File: src/rtl/ysyx_22040750_clint.sv
// Core-local interruptor: mtime / mtimecmp / msip behind a single-outstanding valid/ready port.
// Raises O_mtip from a registered mtime >= mtimecmp compare and O_msip from msip[0].
module ysyx_22040750_clint #(
   parameter logic [31:0] BASE_ADDR = 32'h0200_0000,
   parameter int unsigned TICK_DIV  = 1
) (
   input  logic        I_sys_clk,
   input  logic        I_rst,
   input  logic        I_req_valid,
   output logic        O_req_ready,
   input  logic        I_req_wen,
   input  logic [31:0] I_req_addr,
   input  logic [63:0] I_req_wdata,
   input  logic [7:0]  I_req_wmask,
   output logic        O_resp_valid,
   input  logic        I_resp_ready,
   output logic [63:0] O_resp_rdata,
   output logic        O_resp_err,
   output logic        O_hit,
   output logic        O_mtip,
   output logic        O_msip
);

   // state  | meaning
   // S_IDLE | ready for a request
   // S_RESP | response held until I_resp_ready

   localparam int unsigned    PW         = (TICK_DIV > 1) ? $clog2(TICK_DIV) : 1;
   localparam logic [PW-1:0]  PRESC_LAST = PW'(TICK_DIV - 1);
   localparam logic [15:0]    OFF_MSIP   = 16'h0000;
   localparam logic [15:0]    OFF_CMP    = 16'h4000;
   localparam logic [15:0]    OFF_MTIME  = 16'hBFF8;

   typedef enum logic {S_IDLE, S_RESP} state_t;

   state_t        state_q, state_d;
   logic [PW-1:0] presc_q, presc_d;
   logic [63:0]   mtime_q, mtime_d;
   logic [63:0]   mtimecmp_q, mtimecmp_d;
   logic          msip_q, msip_d;
   logic [63:0]   rdata_q, rdata_d;
   logic          err_q, err_d;
   logic          mtip_q;
   logic          msip_out_q;

   logic          tick;
   logic          accept;
   logic          sel_msip, sel_cmp, sel_mtime, mapped;
   logic [63:0]   mtime_inc;
   logic [63:0]   bytemask;

   assign O_hit        = (I_req_addr[31:16] == BASE_ADDR[31:16]);
   assign O_req_ready  = (state_q == S_IDLE);
   assign O_resp_valid = (state_q == S_RESP);
   assign O_resp_rdata = rdata_q;
   assign O_resp_err   = err_q;
   assign O_mtip       = mtip_q;
   assign O_msip       = msip_out_q;

   assign accept    = I_req_valid & O_req_ready & O_hit;
   assign tick      = (presc_q == PRESC_LAST);
   assign mtime_inc = mtime_q + {63'd0, tick};
   assign sel_msip  = (I_req_addr[15:0] == OFF_MSIP);
   assign sel_cmp   = (I_req_addr[15:0] == OFF_CMP);
   assign sel_mtime = (I_req_addr[15:0] == OFF_MTIME);
   assign mapped    = sel_msip | sel_cmp | sel_mtime;

   always_comb begin
      bytemask = '0;
      for (int i = 0; i < 8; i++) begin
         bytemask[8*i +: 8] = {8{I_req_wmask[i]}};
      end
   end

   always_comb begin
      state_d    = state_q;
      presc_d    = tick ? '0 : presc_q + PW'(1);
      mtime_d    = mtime_inc;
      mtimecmp_d = mtimecmp_q;
      msip_d     = msip_q;
      rdata_d    = rdata_q;
      err_d      = err_q;
      case (state_q)
         S_IDLE: begin
            if (accept) begin
               state_d = S_RESP;
               err_d   = ~mapped;
               rdata_d = '0;
               if (I_req_wen) begin
                  if (sel_msip && I_req_wmask[0]) msip_d = I_req_wdata[0];
                  if (sel_cmp)   mtimecmp_d = (I_req_wdata & bytemask) | (mtimecmp_q & ~bytemask);
                  // unwritten bytes keep counting so a partial write never loses a tick
                  if (sel_mtime) mtime_d = (I_req_wdata & bytemask) | (mtime_inc & ~bytemask);
               end else begin
                  if (sel_msip)  rdata_d = {63'd0, msip_q};
                  if (sel_cmp)   rdata_d = mtimecmp_q;
                  if (sel_mtime) rdata_d = mtime_q;
               end
            end
         end
         S_RESP: begin
            if (I_resp_ready) state_d = S_IDLE;
         end
         default: state_d = S_IDLE;
      endcase
   end

   always_ff @(posedge I_sys_clk) begin
      if (I_rst) begin
         state_q    <= S_IDLE;
         presc_q    <= '0;
         mtime_q    <= '0;
         mtimecmp_q <= '1;
         msip_q     <= 1'b0;
         rdata_q    <= '0;
         err_q      <= 1'b0;
         mtip_q     <= 1'b0;
         msip_out_q <= 1'b0;
      end else begin
         state_q    <= state_d;
         presc_q    <= presc_d;
         mtime_q    <= mtime_d;
         mtimecmp_q <= mtimecmp_d;
         msip_q     <= msip_d;
         rdata_q    <= rdata_d;
         err_q      <= err_d;
         mtip_q     <= (mtime_q >= mtimecmp_q);
         msip_out_q <= msip_q;
      end
   end

endmodule

File: config.mk
export PLATFORM = sky130hd
export DESIGN_NAME = ysyx_22040750_clint
export DESIGN_NICKNAME = d
export VERILOG_FILES = /design/src/rtl/ysyx_22040750_clint.sv
export SDC_FILE = /design/constraint.sdc
export NUM_CORES = 1
export LEC_CHECK = 0
export CAP_MARGIN = 20
export CORE_ASPECT_RATIO = 0.75
export CORE_MARGIN = 1
export CORE_UTILIZATION = 54
export CTS_BUF_LIST = sky130_fd_sc_hd__clkbuf_8 sky130_fd_sc_hd__clkbuf_16
export CTS_CLUSTER_DIAMETER = 30
export DETAILED_ROUTE_END_ITERATION = 7
export MAX_ROUTING_LAYER = met4
export PLACE_DENSITY = 0.88
export SYNTH_ARGS = -nofsm -noshare
export SYNTH_HDL_FRONTEND = slang
export SYNTH_SLANG_ARGS = --single-unit
export TNS_END_PERCENT = 50
File: constraint.sdc
create_clock -name I_sys_clk -period 2.65 [get_ports I_sys_clk]
set_input_delay 0.265 -clock I_sys_clk [delete_from_list [all_inputs] [get_ports I_sys_clk]]
set_output_delay 0.265 -clock I_sys_clk [all_outputs]
set_load 0.005 [all_outputs]
==> summary.md, run 1 <==
| Metric | Value |
|---|---|
| Outcome | finished with violations |
| Failing checks | DRC |
| Ys flop type | dfxtp_1 |
| Setup crit end kind | flip-flop |
| WS Path Type | reg2reg |
| Detailed placement HPWL | 23100 um |
| Warnings from Yosys | 0 |
| Root Buffer | clkbuf_16 |
| Synth Area per Inst | 8.36 sq um |
| Core area | 19500 sq um |
| Largest stage delay, worst path | 0.63 ns |
| RSZ-0062 raised after global routing | no |
| Initial DRC Count | 1226 |
| Largest net degree at the start of global routing | 76 |
| Cell area after layout | 13900 sq um |
| Placed cell areas | 13200 sq um |
| Fmax | 414 MHz |
| Max-slew headroom | 52.2% |
| Yosys top cell by area | dfxtp_1 |
| Antenna violations before repair | 1 |
| Worst path cell trace | nand4_1 > or4_1 > buf_4 > nor4_1 > xnor2_1 > a211oi_1 |
| Htree depth | 4 |
| Post-route ant nets | 0 |
| Fin. Hold Viols | 0 |
| Final WL | 31800 um |
| Post-Layout Cell Count | 1747 |
| Post-CTS Setup Bufs | 0 |
| Final period utilization | 91.1% |
| Slowest cell on crit path | or4_1 |
| # rows | 44 |
| Clock tree sinks | 198 |
| Ranking of synthesized cells by area | dfxtp_1, ha_1, nor2_1 |
| Placed Cells | 1716 |
| Leakage power | 5.96 nW |
| Via-to-Cell Ratio | 6.06 |
| Synth cell types | 58 |
| CP arrival | 2.77 ns |
| TritonCTS clock tree | done |
| Die Y | 125 um |
| Port Buf Inserts | 178 |
| Synthesized area | 10900 sq um |
| Fin Hold WS | 0.224 ns |
| Setup TNS | 0 ns |
| Starting Density | 55.6% |
| # DRC | 11 |
| CP startpoint kind | flip-flop |
| Number of CTS-inserted buffers | 17 |
| Yosys reg bits | 198 |
| Worst hold path type | in2reg |
| Bufs and invs on worst path | 1 |
| WL per Instance | 18.2 um |
| Post-Synthesis Cells | 1301 |
| Family with the most delay on the worst path | simple AND/OR/NAND/NOR gates |
| Number of global-route vias before repair | 10.1k |
| First-pass GRT wire length | 51900 um |
| Layout cells sized above 1 | 8.37% |
| Critical path peak fanout | 8 |
| Global route overflow | 0 |
| Max Cap Viol | 0 |
| Async S/R FF share, synth | 0% |
| Min Tclk post-route | 2.41 ns |
| Final Max Slew Viols | 0 |
| CTS max path bufs | 2 |
| Total power | 6.15 mW |
| Pre-antenna DRT Iters | 8 |
| Vias | 10.6k |
| Worst-Margin Slew | 0.717 ns |
| Mapped Nets | 1476 |
| # IOs | 179 |
| GRT Overall Usage | 32.1% |
| DIE WIDTH | 166 um |
| Worst reg2reg setup slack | 0.24 ns |
| Power density over the cells | 443 nW/um^2 |
| CTS resizes | 0 |
| Worst Skew | 0.0114 ns |
| Area Growth Syn to Fin | 27.7% |
| Clock Latency Late Sink | 0.44 ns |
| Top cell type's share of synthesized area | 36.5% |
| Post-synth EDFFs | 0 |
| Final setup viols | 0 |
| Req. time, crit path | 3.00 ns |
| Max IR drop VDD | 0.000362 V |
| Cts-stage hold buffer count | 0 |
| Sequential area share after synthesis | 36.5% |
| Die area | 20700 sq um |
| # nets final | 1657 |
| Gpl congestion | 0.939 |
| CTS clk-pin slew, worst paths | 0.07 ns |
[worst paths after layout]
| kind | from | end | cells after the start |
|---|---|---|---|
| worst max-delay path | mtime_q[15] | mtime_q[45] | 6 |
| worst min-delay path | I_rst | O_resp_rdata[59] | 2 |
| worst max register to register | mtime_q[15] | mtime_q[45] | 6 |
| worst min register to register | O_resp_rdata[28] | O_resp_rdata[28] | 2 |
[worst reg2reg max path, delay by kind of cell, from the launching register on]
| kind | cells | cell delay, ns |
|---|---|---|
| xor gates and xnor gates | 1 | 0.12 |
| and+or+nand+nor | 3 | 1.33 |
| buffers and inverters | 1 | 0.19 |
| DFF | 1 | 0.48 |
| AOI/OAI and AO/OA | 1 | 0.23 |
[final cells by class]
cell class | count | area [sq um]
sequential | 198 | 3960
tap | 253 | 317
antenna | 1 | 2.50
clock buffer | 20 | 467
clock inverter | 10 | 169
multi-input combinational | 939 | 6160
inverter | 78 | 293
fill | 1478 | 5660
timing repair buffer | 248 | 2510
[report_power, final]
part	total [mW]	internal [mW]	leakage, nW	switching [mW]
Sequential	2.98	2.98	1.60	0.00375
Combinational	0.324	0.169	4.06	0.156
Clock	2.84	1.66	0.307	1.18
Total	6.15	4.80	5.96	1.34
[Yosys cell counts (3+ instances only)]
master	n
a211o_1	65
a211oi_1	46
a21o_1	5
a21oi_1	148
a221o_1	3
a2bb2oi_1	63
and2_1	5
and3_1	10
and4_1	10
buf_2	13
buf_6	12
clkbuf_1	56
dfxtp_1	198
ha_1	66
inv_1	78
mux2i_1	4
nand2_1	63
nand3_1	25
nand4_1	41
nor2_1	201
nor3_1	28
nor3_4	8
nor3b_1	4
nor4_1	14
nor4_2	3
nor4_4	3
o21ai_0	21
or3_1	6
xnor2_1	46
xor2_1	16
[metrics by stage]
stage / setup slack, ns / util (%)
2_1_floorplan: 0.434 / -
3_3_place_gp: -0.0475 / 67.8
3_5_place_dp: -0.0519 / 67.8
4_1_cts: 0.242 / 71.0
5_1_grt: 0.0643 / 71.0
6_report: 0.236 / 71.0
[routing by layer]
layer	up-vias	global-route usage, %	routed length, um
met5	-	-	0
met4	0	10.3	671
met3	54	5.21	2780
met2	478	51.1	14600
li1	5050	-	-
met1	5011	41.8	13700
[cell usage in the layout, fill, tap and decap left out, types with 5 or more instances in the layout]
cell type        netlist  routed
a211o_1               65      64
a211oi_1              46      46
nand4_1               41      41
nor3_4                 8       8
and3_1                10      10
buf_12                 1      16
and4_1                10      10
nor2_1               201     201
a2bb2oi_1             63      63
a21o_1                 5       5
nor4_1                14      14
a21oi_1              148     148
clkdlybuf4s50_1        0     177
xnor2_1               46      46
ha_1                  66      66
dfxtp_1              198     198
or3_1                  6       6
o21ai_0               21      21
buf_4                  1      54
nand3_1               25      25
nand2_1               63      63
clkbuf_16              0      17
nor3_1                28      28
inv_1                 78      78
xor2_1                16      16
[kinds of logic after synthesis]
group	share of synthesized area, %
compound gates	23.2
fa+ha+maj	7.59
buf+inv	6.95
mux	0.368
other cells	0.0345
flops	36.5
xor+xnor	4.99
simple gates	20.4
(Power assumes the default switching activity.)
==> inputs of run 2 (changes only) <==
--- a/config.mk
+++ b/config.mk
@@ -6,7 +6,6 @@
 export NUM_CORES = 1
 export LEC_CHECK = 0
 export CAP_MARGIN = 20
-export CORE_ASPECT_RATIO = 0.75
 export CORE_MARGIN = 1
 export CORE_UTILIZATION = 54
 export CTS_BUF_LIST = sky130_fd_sc_hd__clkbuf_8 sky130_fd_sc_hd__clkbuf_16
==> summary.md, run 2 (synthesis gave the netlist of run 1 again) <==
| Metric | Value |
|---|---|
| Outcome | finished, final reports clean |
| P_int | 4.55 mW (-5.2%) |
| TritonCTS clock tree | done |
| WS Path Type | reg2reg |
| Req. time, crit path | 2.95 ns (-0.05 ns) |
| Cell area after layout | 13800 sq um (-0.49%) |
| Min Tclk post-route | 2.43 ns (+0.0196 ns) |
| CP arrival | 2.74 ns (-0.03 ns) |
| FILL cells | 1498 (+1.4%) |
| Worst hold path type | in2reg |
| Fin. Hold Viols | 0 (unchanged) |
| Fmax | 411 MHz (-0.81%) |
| Final WL | 31800 um (-0.22%) |
| DP Worst Slack | -0.105 ns (-0.0533 ns) |
| Htree depth | 4 (unchanged) |
| Cts-stage hold buffer count | 0 (unchanged) |
| Clock share of power | 43.4% (-2.8 points) |
| Post-Layout Cell Count | 1763 (+0.92%) |
| Die Y | 144 um (+15%) |
| Root Buffer | clkbuf_16 |
| CTS resizes | 0 (unchanged) |
| Post-route ant nets | 0 (unchanged) |
| Clock Latency Late Sink | 0.44 ns (about the same) |
| Max-slew headroom | 54.7% (+2.5 points) |
| DIE WIDTH | 144 um (-13%) |
| Max Cap Viol | 0 (unchanged) |
| Most frequent cells in the layout | nor2_1, dfxtp_1, clkdlybuf4s50_1, a21oi_1, inv_1 |
| Power density over the cells | 423 nW/um^2 (-4.5%) |
| Starting Density | 55.5% (-0.13 points) |
| Pre-antenna DRT Iters | 5 (-3) |
| Storage element area | 3960 sq um (unchanged) |
| Area Growth Syn to Fin | 27.1% |
| Port Buf Inserts | 178 (unchanged) |
| Combinational share of power | 5.5% (+0.2 points) |
| # DRC | 0 (-11) |
| Final setup viols | 0 (unchanged) |
| Setup TNS | 0 ns (unchanged) |
| Core area | 19600 sq um (+0.24%) |
| Largest net degree at the start of global routing | 67 (-12%) |
| Worst Skew | 0.0115 ns (+0.000118 ns) |
| Number of CTS-inserted buffers | 17 (unchanged) |
| Sw frac | 22.0% (+0.19 points) |
| CTS max path bufs | 2 (unchanged) |
| Worst-Margin Slew | 0.662 ns (-0.0550 ns) |
| First-pass GRT wire length | 50700 um (-2.3%) |
| Layout cells sized above 1 | 8.61% (+0.24 points) |
| CTS clk-pin slew, worst paths | 0.07 ns (about the same) |
| Initial DRC Count | 938 (-23%) |
| RSZ-0062 raised after global routing | no |
| Vias | 10.8k (+1.7%) |
| Via-to-Cell Ratio | 6.11 (+0.79%) |
| Setup crit end kind | flip-flop |
| Post-CTS Setup Bufs | 0 (unchanged) |
| Gpl congestion | 0.908 (-3.3%) |
| WL per Instance | 18.0 um (-1.1%) |
| Global route overflow | 0 (unchanged) |
| CP startpoint kind | flip-flop |
| N_diodes | 0 (-1) |
| Multi-input logic area | 6160 sq um (unchanged) |
| Fin Hold WS | 0.248 ns (+0.0240 ns) |
| # IOs | 179 (unchanged) |
| Final period utilization | 91.8% (+0.74 points) |
| Detailed placement HPWL | 22900 um (-0.84%) |
| Number of global-route vias before repair | 10.3k (+1.8%) |
| Placed Cells | 1733 (+0.99%) |
| Worst setup margin | 0.217 ns (-0.0196 ns) |
| Placed cell areas | 13200 sq um (about the same) |
| Flop pwr share | 51.1% (+2.6 points) |
| Max IR drop VDD | 0.000414 V (+14%) |
| Critical path peak fanout | 2 (-6) |
| Antenna violations before repair | 0 (-1) |
| Clock tree sinks | 198 (unchanged) |
| # nets final | 1662 (+0.30%) |
| Final Max Slew Viols | 0 (unchanged) |
| Sw Pwr | 1.29 mW (-4.1%) |
| GRT Overall Usage | 32.1% (about the same) |
| Leakage power | 5.95 nW (-0.24%) |
| Die area | 20700 sq um (about the same) |
| Most common cell after layout, fill and taps aside | nor2_1 |
| # rows | 51 (+16%) |
-- run 2: cell count changes in the layout (fill, tap and decap cells not counted) --
cell,previous run,this run
clkinv_4,0,1
inv_8,1,0
inv_6,2,1
diode_2,1,0
buf_4,54,63
buf_12,16,12
inv_1,78,79
clkinvlp_4,2,1
bufinv_16,4,1
clkinv_2,1,3
clkbuf_8,3,5
-- run 2: power by group through the flow --
stage / combinational, mW / sequential [mW] / clock, mW
after floorplan: 0.0845 / 3.05 / 0
after global placement: 0.312 / 3.05 / 0
after detailed placement: 0.313 / 3.05 / 0
after CTS: 0.316 / 2.98 / 2.53
after global routing: 0.335 / 2.98 / 2.66
final: 0.321 / 2.98 / 2.54
-- run 2: layer usage --
metal  vias to the layer above  routed length [um]  GRT usage, %
li1                       5047                   -             -
met1                      5136               13000          39.5
met2                       505               15200          52.7
met3                        87                2450          4.17
met4                         0                1140          14.2
met5                         -                   0             -
-- run 2: final cells by class --
class / instances / share of cell area, %
flip-flops and latches: 198 / 28.7
well taps: 265 / 2.40
clock inverters: 8 / 0.534
clock buffers: 22 / 3.58
inverters: 78 / 2.12
repair buffers: 253 / 18.1
multi-input cells: 939 / 44.6
-- run 2: final timing paths --
path | endpoint | slack (ns) | startpoint | depth (start not counted)
max | O_mtip | 0.22 | mtime_q[0] | 8
min | O_resp_rdata[51] | 0.25 | I_rst | 2
max reg2reg | O_mtip | 0.22 | mtime_q[0] | 8
min reg2reg | O_resp_rdata[32] | 0.49 | O_resp_rdata[32] | 2
-- run 2: stage by stage --
stage          util (%)  power, mW
2_1_floorplan         -       3.13
3_3_place_gp       67.6       3.36
3_5_place_dp       67.6       3.36
4_1_cts            70.5       5.83
5_1_grt            70.5       5.98
6_report           70.5       5.84
-- run 2: worst max-delay path: stages, from the launching register on --
cell and delay (ns):
dfxtp_1 0.34, inv_1 0.07, ha_1 0.28, nand2b_1 0.14, a2111oi_0 0.64, nor4b_1 0.13
nor4_1 0.37, o21a_1 0.22, o211ai_1 0.11
